## config.mk

```make
export PLATFORM = sky130hd
export DESIGN_NAME = instr_control_unit
export DESIGN_NICKNAME = d
export VERILOG_FILES = /design/src/rtl/cpu_ctrl_pkg.sv /design/src/rtl/op2_imm_rotate.sv /design/src/rtl/instr_control_unit.sv
export SDC_FILE = /design/constraint.sdc
export NUM_CORES = 1
export LEC_CHECK = 0
export BUFFER_PORTS_ARGS = -buffer_cell sky130_fd_sc_hd__buf_2
export CORE_MARGIN = 1.5
export CORE_UTILIZATION = 44
export CTS_BUF_LIST = sky130_fd_sc_hd__clkbuf_4 sky130_fd_sc_hd__clkbuf_8 sky130_fd_sc_hd__clkbuf_16
export DETAILED_ROUTE_END_ITERATION = 6
export GPL_ROUTABILITY_DRIVEN = 0
export PLACE_DENSITY = 0.83
export SYNTH_ARGS = -nofsm -noshare
export SYNTH_HDL_FRONTEND = slang
export SYNTH_HIERARCHICAL = 1
export SYNTH_SLANG_ARGS = --single-unit
```

## constraint.sdc

```tcl
create_clock -name clk -period 1.85 [get_ports clk]
set_clock_uncertainty 0.05 [all_clocks]
set_input_delay 0.37 -clock clk [delete_from_list [all_inputs] [get_ports clk]]
set_output_delay 0.37 -clock clk [all_outputs]
set_load 0.02 [all_outputs]
```

## src/rtl/cpu_ctrl_pkg.sv

```systemverilog
// Shared control definitions: FSM encoding, data-processing opcodes, flag bit
// positions and opcode classification helpers.
package cpu_ctrl_pkg;

   typedef enum logic [2:0] {
      ST_IDLE   = 3'd0,
      ST_FETCH  = 3'd1,
      ST_DECODE = 3'd2,
      ST_EXEC   = 3'd3,
      ST_WB     = 3'd4
   } state_t;

   localparam logic [3:0] OP_AND = 4'h0;
   localparam logic [3:0] OP_EOR = 4'h1;
   localparam logic [3:0] OP_SUB = 4'h2;
   localparam logic [3:0] OP_RSB = 4'h3;
   localparam logic [3:0] OP_ADD = 4'h4;
   localparam logic [3:0] OP_ADC = 4'h5;
   localparam logic [3:0] OP_SBC = 4'h6;
   localparam logic [3:0] OP_RSC = 4'h7;
   localparam logic [3:0] OP_TST = 4'h8;
   localparam logic [3:0] OP_TEQ = 4'h9;
   localparam logic [3:0] OP_CMP = 4'hA;
   localparam logic [3:0] OP_CMN = 4'hB;
   localparam logic [3:0] OP_ORR = 4'hC;
   localparam logic [3:0] OP_MOV = 4'hD;
   localparam logic [3:0] OP_BIC = 4'hE;
   localparam logic [3:0] OP_MVN = 4'hF;

   // Flag bit positions inside the 4-bit NZCV vector (shared with fetch).
   localparam int FLAG_N = 3;
   localparam int FLAG_Z = 2;
   localparam int FLAG_C = 1;
   localparam int FLAG_V = 0;

   // TST/TEQ/CMP/CMN: flags only, never write the register file.
   function automatic logic is_test_op(input logic [3:0] opcode);
      return (opcode >= OP_TST) && (opcode <= OP_CMN);
   endfunction

   // Ops whose full NZCV comes from the adder; the rest are logical.
   function automatic logic is_arith_op(input logic [3:0] opcode);
      return ((opcode >= OP_SUB) && (opcode <= OP_RSC)) ||
             (opcode == OP_CMP) || (opcode == OP_CMN);
   endfunction

endpackage

```

## src/rtl/op2_imm_rotate.sv

```systemverilog
// Immediate operand expander: 8-bit constant rotated right by twice the
// 4-bit rotate field.
module op2_imm_rotate (
   input  logic [11:0] i_imm12,
   output logic [31:0] o_imm32
);

   logic [31:0] w_imm_ext;
   logic [63:0] w_imm_dbl;
   logic [63:0] w_imm_shr;
   logic [4:0]  w_rot_amt;

   assign w_imm_ext = {24'd0, i_imm12[7:0]};
   assign w_rot_amt = {i_imm12[11:8], 1'b0};
   // Rotate by shifting a doubled copy and keeping the low word.
   assign w_imm_dbl = {w_imm_ext, w_imm_ext};
   assign w_imm_shr = w_imm_dbl >> w_rot_amt;
   assign o_imm32   = w_imm_shr[31:0];

endmodule

```

## src/rtl/instr_control_unit.sv

```systemverilog
// Multi-cycle control unit for the data-processing instruction class:
// sequences fetch strobes, register read, execute and write-back, and owns
// the architectural NZCV flag register and the retired-instruction counter.
module instr_control_unit
   import cpu_ctrl_pkg::*;
#(
   parameter int CNT_W = 16
) (
   input  logic             clk,
   input  logic             rst_n,
   input  logic             run,
   input  logic [31:0]      IR,
   input  logic             W_IR_valid,
   input  logic [3:0]       alu_nzcv,
   input  logic             shift_carry,
   output logic             write_ir,
   output logic             write_pc,
   output logic [3:0]       rf_ra,
   output logic [3:0]       rf_rb,
   output logic [3:0]       rf_wa,
   output logic             rf_we,
   output logic [3:0]       alu_op,
   output logic             op2_imm,
   output logic [31:0]      imm32,
   output logic [1:0]       shift_type,
   output logic [4:0]       shift_amt,
   output logic [3:0]       NZCV,
   output logic             illegal,
   output logic [CNT_W-1:0] retired
);

   state_t           r_state;
   logic [3:0]       r_nzcv;
   logic [CNT_W-1:0] r_retired;

   logic [3:0] w_opcode;
   logic       w_is_dp;
   logic       w_is_test;
   logic       w_flag_upd;
   logic       w_unused_cond;

   // Instruction field decode; condition is evaluated upstream in fetch.
   assign w_opcode      = IR[24:21];
   assign w_is_dp       = (IR[27:26] == 2'b00);
   assign w_is_test     = is_test_op(w_opcode);
   assign w_flag_upd    = IR[20] | w_is_test;
   assign w_unused_cond = ^IR[31:28];

   op2_imm_rotate u_imm (
      .i_imm12 (IR[11:0]),
      .o_imm32 (imm32)
   );

   // Operand fields follow IR directly; consumers qualify them by state.
   assign rf_ra      = IR[19:16];
   assign rf_rb      = IR[3:0];
   assign rf_wa      = IR[15:12];
   assign alu_op     = w_opcode;
   assign op2_imm    = IR[25];
   assign shift_type = IR[6:5];
   assign shift_amt  = IR[11:7];

   // Moore strobes decoded from the state register.
   assign write_ir = (r_state == ST_FETCH);
   assign write_pc = (r_state == ST_FETCH);
   assign illegal  = (r_state == ST_DECODE) && !w_is_dp;
   assign rf_we    = (r_state == ST_WB) && !w_is_test;

   assign NZCV    = r_nzcv;
   assign retired = r_retired;

   // State sequencing plus the flag and retire-count updates at WB exit.
   // NOTE: sequential state uses non-blocking assignments so every register
   // samples pre-edge values regardless of statement order.
   always_ff @(posedge clk or negedge rst_n) begin
      if (!rst_n) begin
         r_state   <= ST_IDLE;
         r_nzcv    <= 4'b0000;
         r_retired <= '0;
      end else begin
         case (r_state)
            ST_IDLE: begin
               if (run) r_state <= ST_FETCH;
            end
            ST_FETCH: begin
               if (W_IR_valid) r_state <= ST_DECODE;
               else            r_state <= run ? ST_FETCH : ST_IDLE;
            end
            ST_DECODE: begin
               if (w_is_dp) r_state <= ST_EXEC;
               else         r_state <= run ? ST_FETCH : ST_IDLE;
            end
            ST_EXEC: begin
               r_state <= ST_WB;
            end
            ST_WB: begin
               if (w_flag_upd) begin
                  if (is_arith_op(w_opcode)) begin
                     r_nzcv <= alu_nzcv;
                  end else begin
                     r_nzcv[FLAG_N] <= alu_nzcv[FLAG_N];
                     r_nzcv[FLAG_Z] <= alu_nzcv[FLAG_Z];
                     r_nzcv[FLAG_C] <= shift_carry;
                  end
               end
               r_retired <= r_retired + CNT_W'(1);
               r_state   <= run ? ST_FETCH : ST_IDLE;
            end
            default: begin
               r_state <= ST_IDLE;
            end
         endcase
      end
   end

endmodule

```

---- Yosys cells after proc, flatten, opt, wreduce, memory -nomap -nowiden ----
Cells that the tools add are included.
cells by class
  add/subtract/negate cells ............... 1
  magnitude comparators ................... 4
  equality and inequality tests ........... 7
  shift operators ......................... 1
  multiplexer cells ....................... 6
  bitwise operators ....................... 1
  reductions and logical operators ........ 12
operators with widths
  kind                   count
  $shr 40x5->32          1
  $add 16x1->16 const B  1
  $pmux 3 s5             1
  $eq 4x4->1 const B     2
  $eq 3x2->1 const B     2
  $ge 4x2->1 const B     1
  $ge 4x4->1 const B     1
  $le 4x3->1 const B     1
  $le 4x4->1 const B     1
  $logic_and 1x1->1      4
  $mux 2                 2
  $eq 3x1->1 const B     1
  $eq 3x3->1 const B     1
  $logic_not 3->1        1
  $mux 3                 1
  $reduce_and 3->1       1
  $logic_not 1->1        2
  $logic_not 2->1        1
  $logic_or 1x1->1       2
  $mux 1                 2
  $ne 2x2->1 const B     1
  $reduce_and 2->1       1
  $or 1x1->1             1
word-level totals
  flip-flop bits (word level) ............. 23
  input bits .............................. 41

---- Logic depth before layout (Yosys ltp) ----
Gate-level depths: netlist (run 1).
  word-level depth ........................ 5
  mapped depth ............................ 6
  depth with buffers taken out ............ 5

---- Cells and area by module ----
Netlist (run 1), hierarchy kept.
modules (own cells, without submodules)
  module              instances  cells each  area each (µm²)  sequential area each (µm²)
  instr_control_unit  1          118         1241.2           575.6
  op2_imm_rotate      1          98          716.9            0.0

---- Worst setup path before layout (run 1) ----
OpenSTA, ideal clock, no wires.
  path type ............................... input to output
  from .................................... input IR[8]
  to ...................................... output imm32[0]
  arrival time ............................ 1402 ps
  required time ........................... 1430 ps
  setup slack ............................. 28 ps
  stages on the path ...................... 5
  buffers on the path ..................... 3
  path through ............................ buf_6 -> buf_6 -> buf_12 -> mux2i_4 -> nor3_1
between the ends
  longest elaborated chain between the ends .. 1
ends and longest elaborated chain
  element        line                      RTL
  from (decl)    instr_control_unit.sv:12  input logic [31:0] IR,
  $shr 40x5->32  op2_imm_rotate.sv:17      assign w_imm_shr = w_imm_dbl >> w_rot_amt;
  to (decl)      instr_control_unit.sv:24  output logic [31:0] imm32,
Every way passes these cells.

---- Worst setup path after layout (run 1) ----
  from .................................... input IR[9]
  to ...................................... output imm32[18]
Same word-level chain as after synthesis.

==> results of run 1 <==
## power by group through the flow
stage	Sequential, uW	Combinational, uW	Clock [uW]
6_report	646	739	329
3_5_place_dp	656	680	0
4_1_cts	647	691	334
3_3_place_gp	649	659	0
2_1_floorplan	739	395	0
5_1_grt	662	793	360
## layout make-up
class	count	area (um^2)
tap	52	65.06
inverter	1	3.754
timing repair buffer	117	693.2
sequential	23	576.8
multi-input combinational	155	1222
clock buffer	4	48.80
fill	413	1714
## registers in the layout, summed over array words and instances (netlist names)
name     flops
retired     16
NZCV         4
r_state      3
## worst max-delay path: stages
cell and delay [ps]:
sky130_fd_sc_hd__buf_6 110, sky130_fd_sc_hd__buf_6 120, sky130_fd_sc_hd__mux2i_2 250, sky130_fd_sc_hd__o22ai_2 130, sky130_fd_sc_hd__a31o_2 260, sky130_fd_sc_hd__buf_2 150
## worst max path at each step
stage          cells past startpoint  slack [ps]              startpoint         to
2_1_floorplan                      5          30                   IR[8]   imm32[0]
3_3_place_gp                       5         -40                   IR[8]  imm32[29]
3_5_place_dp                       5        -100                   IR[8]  imm32[28]
4_1_cts                            3           4  r_state[2]$_DFFE_PN0P_      rf_we
5_1_grt                            5          -5                   IR[9]  imm32[31]
6_report                           6          40                   IR[9]  imm32[18]
## through the flow
step	instance area (um^2)	cells	utilization [%]	power [uW]
after floorplan	1958	216	-	1134
after global placement	2356	343	54.48	1309
after detailed placement	2356	343	54.48	1336
after CTS	2437	348	56.37	1672
after global routing	2610	352	60.36	1815
final	2610	352	60.36	1714
## synthesized netlist by cell type, types with 5 or more instances
cell type	instances	area share, %
sky130_fd_sc_hd__buf_4	26	10
sky130_fd_sc_hd__dfrtp_1	23	29
sky130_fd_sc_hd__nor2_1	19	3.6
sky130_fd_sc_hd__nand2_1	18	3.5
sky130_fd_sc_hd__xnor2_1	12	5.4
sky130_fd_sc_hd__nor2b_1	9	2.9
sky130_fd_sc_hd__nand3_1	8	2.0
sky130_fd_sc_hd__mux2i_1	7	3.6
sky130_fd_sc_hd__o22ai_1	6	1.9
sky130_fd_sc_hd__and3_1	5	1.6
sky130_fd_sc_hd__nand4_1	5	1.6
sky130_fd_sc_hd__nor3_1	5	1.3
## layer usage
| metal | vias up | global-route usage (%) |
|---|---|---|
| met2 | 81 | 32.69 |
| met3 | 10 | 4.506 |
| li1 | 915 | - |
| met4 | 0 | 5.769 |
| met1 | 881 | 26.42 |
| met5 | - | 0 |
## cell families (layout without fill, tap and decap cells)
| group | count (synthesis) | in the layout |
|---|---|---|
| adders and majority gates | 1 | 1 |
| muxes | 16 | 16 |
| and+or+nand+nor | 93 | 93 |
| xor gates and xnor gates | 15 | 15 |
| buffers and inverters | 38 | 122 |
| DFF | 23 | 23 |
| AOI/OAI and AO/OA | 30 | 30 |
## timing repair
item | CTS | global route
buffers inserted | 1 | 4
hold buffers | 0 | 0
pin swaps | 1 | 2
setup endpoints to repair | 27 | 26
resized for setup | 8 | 34
==> results.sh, run 1 <==
export IMPL_run_status="finished, final reports clean"
export IMPL_worst_slew_margin_rel_pct=66.22
export IMPL_muxShareOfSynthArea_pct=9.904
export IMPL_clk_insertion_delay_late_ps=260
export IMPL_wl_met1_um=2109
export IMPL_antenna_found_initial=0
export IMPL_timing_critical_path_arrival_ps=1390
export IMPL_leakagePower_uw=0.001346
export IMPL_drive_gt1_share_pct=52.00
export IMPL_post_synth_and_or_nand_nor_area_fraction_pct=27.54
export IMPL_worstMarginPinSlew_ps=506.8
export IMPL_power_per_cell_area_mw_per_mm2=656.7
export IMPL_clock_tree_buffer_depth=2
export IMPL_crit_path_end_kind="output pin"
export IMPL_detailedPlace_worstSlack_ps=-97.21
export IMPL_hold_viol=0
export IMPL_antenna_cells_inserted=0
export IMPL_h_tree_depth=1
export IMPL_synth_top_family_by_area="simple AND/OR/NAND/NOR gates"
export IMPL_syn_num_nets=258
export IMPL_sequentialPowerShare_pct=37.7
export IMPL_min_period_ps=1809
export IMPL_setup_viol_count_final=0
export IMPL_synth_xor_area_share_pct=6.709
export IMPL_yosysWarningCount=6
export IMPL_fin_nets=343
export IMPL_via_count_of_the_first_global_routing_pass=1711
export IMPL_timing_max_transition_violations_final=0
export IMPL_fp_row_count=24
export IMPL_rsz_0062_raised_after_global_routing="yes"
export IMPL_avgSynthCellArea_um2=9.065
export IMPL_largest_net_degree_at_the_start_of_global_routing=25
export IMPL_io_pins=121
export IMPL_worstPathMaxFanout=7
export IMPL_floorplan_die_area_mm2=0.004859
export IMPL_r2r_start="r_state[2]$_DFFE_PN0P_"
export IMPL_start_kind="input pin"
export IMPL_power_frac_comb_pct=43.1
export IMPL_finalWorstSetupSlack_ps=41.18
export IMPL_cts_sinks=23
export IMPL_die_x_um=69.71
export IMPL_criticalPathCategory="input pin to output pin"
export IMPL_wl_met3_um=297
export IMPL_number_of_instances_in_the_synthesized_netlist=216
export IMPL_r2r_worst_path_cells=5
export IMPL_total_global_routing_track_utilization_pct=19.93
export IMPL_post_synthesis_compound_gate_area_fraction_pct=11.31
export IMPL_worst_vdd_rail_ir_drop_uv=531.8
export IMPL_hold_worst_slack_ps=12.49
export IMPL_route_detailed_wl_per_inst_um=14.58
export IMPL_setup_tns_ps=0
export IMPL_fp_dieH_um=69.71
export IMPL_drt_drc_violations_left=0
export IMPL_grt_first_pass_wirelength_um=7955
export IMPL_root_buffer="sky130_fd_sc_hd__clkbuf_8"
export IMPL_max_cap_violations=0
export IMPL_total_cts_buffers=3
export IMPL_power_net_switching_uw=664.2
export IMPL_synthesis_area_mm2=0.001958
export IMPL_dr_max_layer_used="met4"
export IMPL_flow_area_growth_from_synthesis_pct=33.29
export IMPL_synth_yosys_seq_area_share_pct=29.39
export IMPL_ys_async_sr_fraction_pct=100.0
export IMPL_yosys_cell_types_count=50
export IMPL_place_detailed_hpwl_um=3722
export IMPL_vias_per_cell=5.361
export IMPL_design_core_area_mm2=0.004324
export IMPL_yosys_area_share_adder_pct=0.6390
export IMPL_internal_power_uw=1050
export IMPL_critPathRequiredTime_ps=1430
export IMPL_layout_cells_most_common_list="85 x sky130_fd_sc_hd__buf_2, 26 x sky130_fd_sc_hd__buf_4, 22 x sky130_fd_sc_hd__dfrtp_1"
export IMPL_yosys_most_used_dff="sky130_fd_sc_hd__dfrtp_1"
export IMPL_initial_core_util_pct=45.28
export IMPL_layout_commonest_cell="sky130_fd_sc_hd__buf_2"
export IMPL_timing_final_crit_share_pct=97.77
export IMPL_numPortBuffers=96
export IMPL_worstReg2RegEnd="retired[13]$_DFFE_PN0P_"
export IMPL_timing_fmax_mhz=552.8
export IMPL_drt_first_iter_violations=147
export IMPL_synth_ff_latch_count=23
export IMPL_synth_edf_count=0
export IMPL_hp_class="input pin to asynchronous set/reset pin"
export IMPL_routed_wirelength_um=5131
export IMPL_overflow=0
export IMPL_postRouteAntennaNets=0
export IMPL_dr_pass1_iters=4
export IMPL_fraction_of_power_spent_switching_nets_pct=38.75
export IMPL_power_share_clock_pct=19.2
export IMPL_r2r_setup_slack_ps=140
export IMPL_wl_met2_um=2649
export IMPL_tritoncts="built"
export IMPL_path_clk_slew_ps=80
export IMPL_total_via_count_after_detailed_routing=1887
Power figures use the tool's default switching activity.
==> run 2, diff against run 1 <==
--- a/config.mk
+++ b/config.mk
@@ -12,6 +12,7 @@
 export DETAILED_ROUTE_END_ITERATION = 6
 export GPL_ROUTABILITY_DRIVEN = 0
 export PLACE_DENSITY = 0.83
+export SETUP_SLACK_MARGIN = 0.15
 export SYNTH_ARGS = -nofsm -noshare
 export SYNTH_HDL_FRONTEND = slang
 export SYNTH_HIERARCHICAL = 1
==> results.sh, run 2 (synthesis gave the netlist of run 1 again) <==
export IMPL_worst_setup_path_startpoint="IR[9]"
export IMPL_layout_cells_most_common_list="68 x sky130_fd_sc_hd__buf_2, 30 x sky130_fd_sc_hd__buf_4, 23 x sky130_fd_sc_hd__dfrtp_1, 23 x sky130_fd_sc_hd__buf_6, 18 x sky130_fd_sc_hd__nand2_1"
export IMPL_numPortBuffers=96
export IMPL_rsz_0062_raised_after_global_routing="yes"
export IMPL_critical_path_n_buffers_inverters=4
export IMPL_max_cap_violations=0
export IMPL_overflow=0
export IMPL_start_kind="input pin"
export IMPL_criticalPathCategory="input pin to output pin"
export IMPL_root_buffer="sky130_fd_sc_hd__clkbuf_8"
export IMPL_h_tree_depth=1
export IMPL_timing_max_transition_violations_final=0
export IMPL_finalWorstSetupSlack_ps=30.63
export IMPL_sequentialPowerShare_pct=35.8
export IMPL_drt_drc_violations_left=0
export IMPL_worstMarginPinSlew_ps=500.3
export IMPL_crit_family="buffers and inverters"
export IMPL_timing_critical_path_arrival_ps=1400
export IMPL_place_area_mm2=0.002404
export IMPL_die_x_um=69.71
export IMPL_detailedPlace_worstSlack_ps=-85.63
export IMPL_setup_viol_count_final=0
export IMPL_cts_sinks=23
export IMPL_layout_filler_cells=316
export IMPL_total_cts_buffers=3
export IMPL_hold_viol=0
export IMPL_drive_gt1_share_pct=59.61
export IMPL_path_clk_slew_ps=80
export IMPL_floorplan_die_area_mm2=0.004859
export IMPL_total_via_count_after_detailed_routing=1973
export IMPL_flow_area_growth_from_synthesis_pct=50.61
export IMPL_power_total_uw=1799
export IMPL_fp_dieH_um=69.71
export IMPL_worst_slew_margin_rel_pct=66.65
export IMPL_stdcell_area_mm2=0.002949
export IMPL_power_frac_comb_pct=46.8
export IMPL_power_per_cell_area_mw_per_mm2=609.9
export IMPL_hp_class="input pin to asynchronous set/reset pin"
export IMPL_worstPathMaxFanout=7
export IMPL_drt_first_iter_violations=93
export IMPL_min_period_ps=1819
export IMPL_dr_pass1_iters=4
export IMPL_final_core_utilization_pct=68.20
export IMPL_power_share_clock_pct=17.4
export IMPL_grt_first_pass_wirelength_um=8500
export IMPL_critPathRequiredTime_ps=1430
export IMPL_clk_insertion_delay_late_ps=270
export IMPL_antenna_cells_inserted=0
export IMPL_clock_tree_buffer_depth=2
export IMPL_timing_fmax_mhz=549.6
export IMPL_dp_cells=346
export IMPL_crit_path_end_kind="output pin"
export IMPL_place_detailed_hpwl_um=3481
export IMPL_via_count_of_the_first_global_routing_pass=1821
export IMPL_crit_slowest_cell="sky130_fd_sc_hd__nand4b_1"
export IMPL_internal_power_uw=1103
export IMPL_r2r_start="r_state[1]$_DFFE_PN0P_"
export IMPL_non_filler_instances=359
export IMPL_layout_commonest_cell="sky130_fd_sc_hd__buf_2"
export IMPL_postRouteAntennaNets=0
export IMPL_leakagePower_uw=0.001452
export IMPL_routed_wirelength_um=5757
export IMPL_power_net_switching_uw=695.9
export IMPL_route_detailed_wl_per_inst_um=16.04
export IMPL_largest_register_ffs=16
export IMPL_worst_vdd_rail_ir_drop_uv=307.2
export IMPL_design_core_area_mm2=0.004324
export IMPL_largest_net_degree_at_the_start_of_global_routing=25
export IMPL_fp_row_count=24
export IMPL_fraction_of_power_spent_switching_nets_pct=38.69
export IMPL_antenna_found_initial=0
export IMPL_fin_nets=350
export IMPL_io_pins=121
export IMPL_worst_path_most_repeated_cell="sky130_fd_sc_hd__buf_6"
export IMPL_run_status="finished, final reports clean"
export IMPL_timing_final_crit_share_pct=98.34
export IMPL_vias_per_cell=5.496
export IMPL_cp_cell_sequence="buf_12, buf_6, buf_4, nand4b_1, o221ai_2, nor2b_4, buf_6"
export IMPL_total_global_routing_track_utilization_pct=21.32
export IMPL_final_seq_area_um2=575.6
export IMPL_initial_core_util_pct=45.28
export IMPL_critPathMaxStageDelay_ps=200
export IMPL_multi_input_comb_area_mm2=0.001379
export IMPL_tritoncts="built"
export IMPL_cts_hold_fix_buffers=0
==> run 2: changes by cell type in the layout (fill, tap and decap cells not counted), sizes merged <==
cell	previous run	this run
clkbuf	5	3
clkinv	0	1
buf	116	124
==> run 2: per-stage QoR <==
step | hold slack [ps] | setup TNS [ps]
6_report | 6.300 | 0
5_1_grt | 55.73 | 0
4_1_cts | 21.47 | 0
3_5_place_dp | 312.9 | -706.3
3_3_place_gp | 310.3 | -503.4
2_1_floorplan | 24.41 | 0
==> run 2: repair_timing <==
| action | 4_1_cts | 5_1_grt |
|---|---|---|
| setup endpoints to repair | 35 | 37 |
| buffers inserted | 5 | 4 |
| gates resized for setup | 56 | 52 |
| pin swaps | 13 | 21 |
==> run 2: worst paths after layout <==
path                                            to  slack (ps)  cells after the start
min                            NZCV[0]$_DFFE_PN0P_           6                      1
min reg2reg                retired[15]$_DFFE_PN0P_         430                      1
max in group asynchronous   retired[8]$_DFFE_PN0P_        1410                      1
max                                      imm32[27]          30                      7
max reg2reg                retired[15]$_DFFE_PN0P_         180                      5
min in group clk               NZCV[3]$_DFFE_PN0P_         260                      2
==> run 2: layer usage <==
layer  vias up  track usage, %  wire length, um
met5         -               0                0
met4         0           6.410              126
met3        15           3.488              318
met2        80           38.35             3037
met1       945           26.09             2274
li1        933               -                -
==> run 2: layout make-up <==
class	count	share of cell area (%)
Multi-Input combinational cell	155	46.75
Timing Repair Buffer	124	29.83
Sequential cell	23	19.52
Tap cell	52	2.206
Clock buffer	3	1.400
Clock inverter	1	0.1697
Inverter	1	0.1273
==> run 2: power groups by stage <==
stage	clock (uW)	combinational (uW)	sequential, uW
2_1_floorplan	0	404	740
3_3_place_gp	0	668	649
3_5_place_dp	0	679	654
4_1_cts	319	761	641
5_1_grt	333	897	655
6_report	313	843	643
==> run 3, diff against run 2 <==
--- a/config.mk
+++ b/config.mk
@@ -11,6 +11,7 @@
 export CTS_BUF_LIST = sky130_fd_sc_hd__clkbuf_4 sky130_fd_sc_hd__clkbuf_8 sky130_fd_sc_hd__clkbuf_16
 export DETAILED_ROUTE_END_ITERATION = 6
 export GPL_ROUTABILITY_DRIVEN = 0
+export MAX_ROUTING_LAYER = met4
 export PLACE_DENSITY = 0.83
 export SETUP_SLACK_MARGIN = 0.15
 export SYNTH_ARGS = -nofsm -noshare
==> results.sh, run 3 (synthesis gave the netlist of run 1 again) <==
export IMPL_run_status="finished, final reports clean"
export IMPL_critPathRequiredTime_ps=1430
export IMPL_layout_cells_most_common_list="68 x sky130_fd_sc_hd__buf_2, 30 x sky130_fd_sc_hd__buf_4, 23 x sky130_fd_sc_hd__dfrtp_1, 23 x sky130_fd_sc_hd__buf_6, 18 x sky130_fd_sc_hd__nand2_1"
export IMPL_worst_vdd_rail_ir_drop_uv=307.2
export IMPL_antenna_cells_inserted=0
export IMPL_crit_slowest_cell="sky130_fd_sc_hd__nand4b_1"
export IMPL_total_global_routing_track_utilization_pct=21.89
export IMPL_timing_fmax_mhz=552.3
export IMPL_grt_first_pass_wirelength_um=8500
export IMPL_place_area_mm2=0.002404
export IMPL_cts_sinks=23
export IMPL_final_core_utilization_pct=68.20
export IMPL_place_detailed_hpwl_um=3481
export IMPL_clk_insertion_delay_late_ps=270
export IMPL_hp_class="input pin to asynchronous set/reset pin"
export IMPL_setup_viol_count_final=0
export IMPL_io_pins=121
export IMPL_worst_slew_margin_rel_pct=66.60
export IMPL_power_per_cell_area_mw_per_mm2=610.7
export IMPL_postRouteAntennaNets=0
export IMPL_start_kind="input pin"
export IMPL_detailedPlace_worstSlack_ps=-85.63
export IMPL_layout_commonest_cell="sky130_fd_sc_hd__buf_2"
export IMPL_path_clk_slew_ps=80
export IMPL_antenna_found_initial=0
export IMPL_largest_net_degree_at_the_start_of_global_routing=25
export IMPL_root_buffer="sky130_fd_sc_hd__clkbuf_8"
export IMPL_fp_row_count=24
export IMPL_die_x_um=69.71
export IMPL_worstMarginPinSlew_ps=500.9
export IMPL_critPathMaxStageDelay_ps=200
export IMPL_floorplan_die_area_mm2=0.004859
export IMPL_overflow=0
export IMPL_finalWorstSetupSlack_ps=39.33
export IMPL_h_tree_depth=1
export IMPL_leakagePower_uw=0.001452
export IMPL_tritoncts="built"
export IMPL_non_filler_instances=359
export IMPL_worstPathMaxFanout=7
export IMPL_hold_viol=0
export IMPL_dp_cells=346
export IMPL_numPortBuffers=96
export IMPL_fin_nets=350
export IMPL_via_count_of_the_first_global_routing_pass=1825
export IMPL_dr_pass1_iters=4
export IMPL_min_period_ps=1811
export IMPL_total_via_count_after_detailed_routing=1989
export IMPL_clock_tree_buffer_depth=2
export IMPL_max_cap_violations=0
export IMPL_timing_final_crit_share_pct=97.87
export IMPL_stdcell_area_mm2=0.002949
export IMPL_r2r_setup_slack_ps=180
export IMPL_criticalPathCategory="input pin to output pin"
export IMPL_drive_gt1_share_pct=59.61
export IMPL_initial_core_util_pct=45.28
export IMPL_total_cts_buffers=3
export IMPL_setup_tns_ps=0
export IMPL_largest_register_ffs=16
export IMPL_design_core_area_mm2=0.004324
export IMPL_timing_max_transition_violations_final=0
export IMPL_routed_wirelength_um=5774
export IMPL_flow_area_growth_from_synthesis_pct=50.61
export IMPL_worst_path_most_repeated_cell="sky130_fd_sc_hd__buf_6"
export IMPL_timing_critical_path_arrival_ps=1390
export IMPL_vias_per_cell=5.540
export IMPL_cp_cell_sequence="buf_12, buf_6, buf_4, nand4b_1, o221ai_2, nor2b_4, buf_6"
export IMPL_fp_dieH_um=69.71
export IMPL_drt_drc_violations_left=0
export IMPL_crit_path_end_kind="output pin"
export IMPL_drt_first_iter_violations=94
export IMPL_rsz_0062_raised_after_global_routing="yes"
export IMPL_route_detailed_wl_per_inst_um=16.08
[run 3: worst paths after layout]
check / cells past startpoint / start / end
hold reg to reg: 1 / retired[15]$_DFFE_PN0P_ / retired[15]$_DFFE_PN0P_
hold / removal: 1 / rst_n / NZCV[0]$_DFFE_PN0P_
min in group clk: 2 / alu_nzcv[3] / NZCV[3]$_DFFE_PN0P_
setup / recovery: 7 / IR[9] / imm32[27]
setup reg to reg: 5 / r_state[1]$_DFFE_PN0P_ / retired[15]$_DFFE_PN0P_
max in group asynchronous: 1 / rst_n / retired[0]$_DFFE_PN0P_
[run 3: metal layers]
layer	GRT usage [%]	routed length [um]	share of wire [%]	vias up
met5	-	0	0	-
met4	6.410	104	1.8	0
met3	3.343	292	5.1	13
met2	38.46	3069	53	75
met1	26.00	2308	40	968
li1	-	-	-	933
[run 3: final cells by class]
class,count,area [um^2]
timing repair buffer,124,879.6
fill,316,1375
inverter,1,3.754
clock inverter,1,5.005
multi-input combinational,155,1379
sequential,23,575.6
tap,52,65.06
clock buffer,3,41.29
[run 3: through the flow]
stage	total power [uW]	hold slack, ps
floorplan	1144	24.41
global placement	1317	310.3
detailed placement	1333	312.9
CTS	1722	21.47
global route	1885	55.73
finish	1801	6.508
[run 3: critical path, delay by kind of cell]
family                 cells  cell delay (ps)
buffers and inverters      4              510
AND/OR/NAND/NOR            2              390
AO/OA/AOI/OAI              1              110
[run 3: power by group]
part           internal (uW)  leakage (uW)  switching [uW]
Combinational            372       0.00112             472
Clock                    151     0.0000255             163
Sequential               580      0.000310            63.3
Total                   1100       0.00145             698
[run 3: repair_timing]
action                                  4_1_cts  5_1_grt
resized for setup                            56       52
setup buffers                                 5        4
hold buffers                                  0        0
pin swaps                                    13       21
endpoints found under the setup margin       35       37
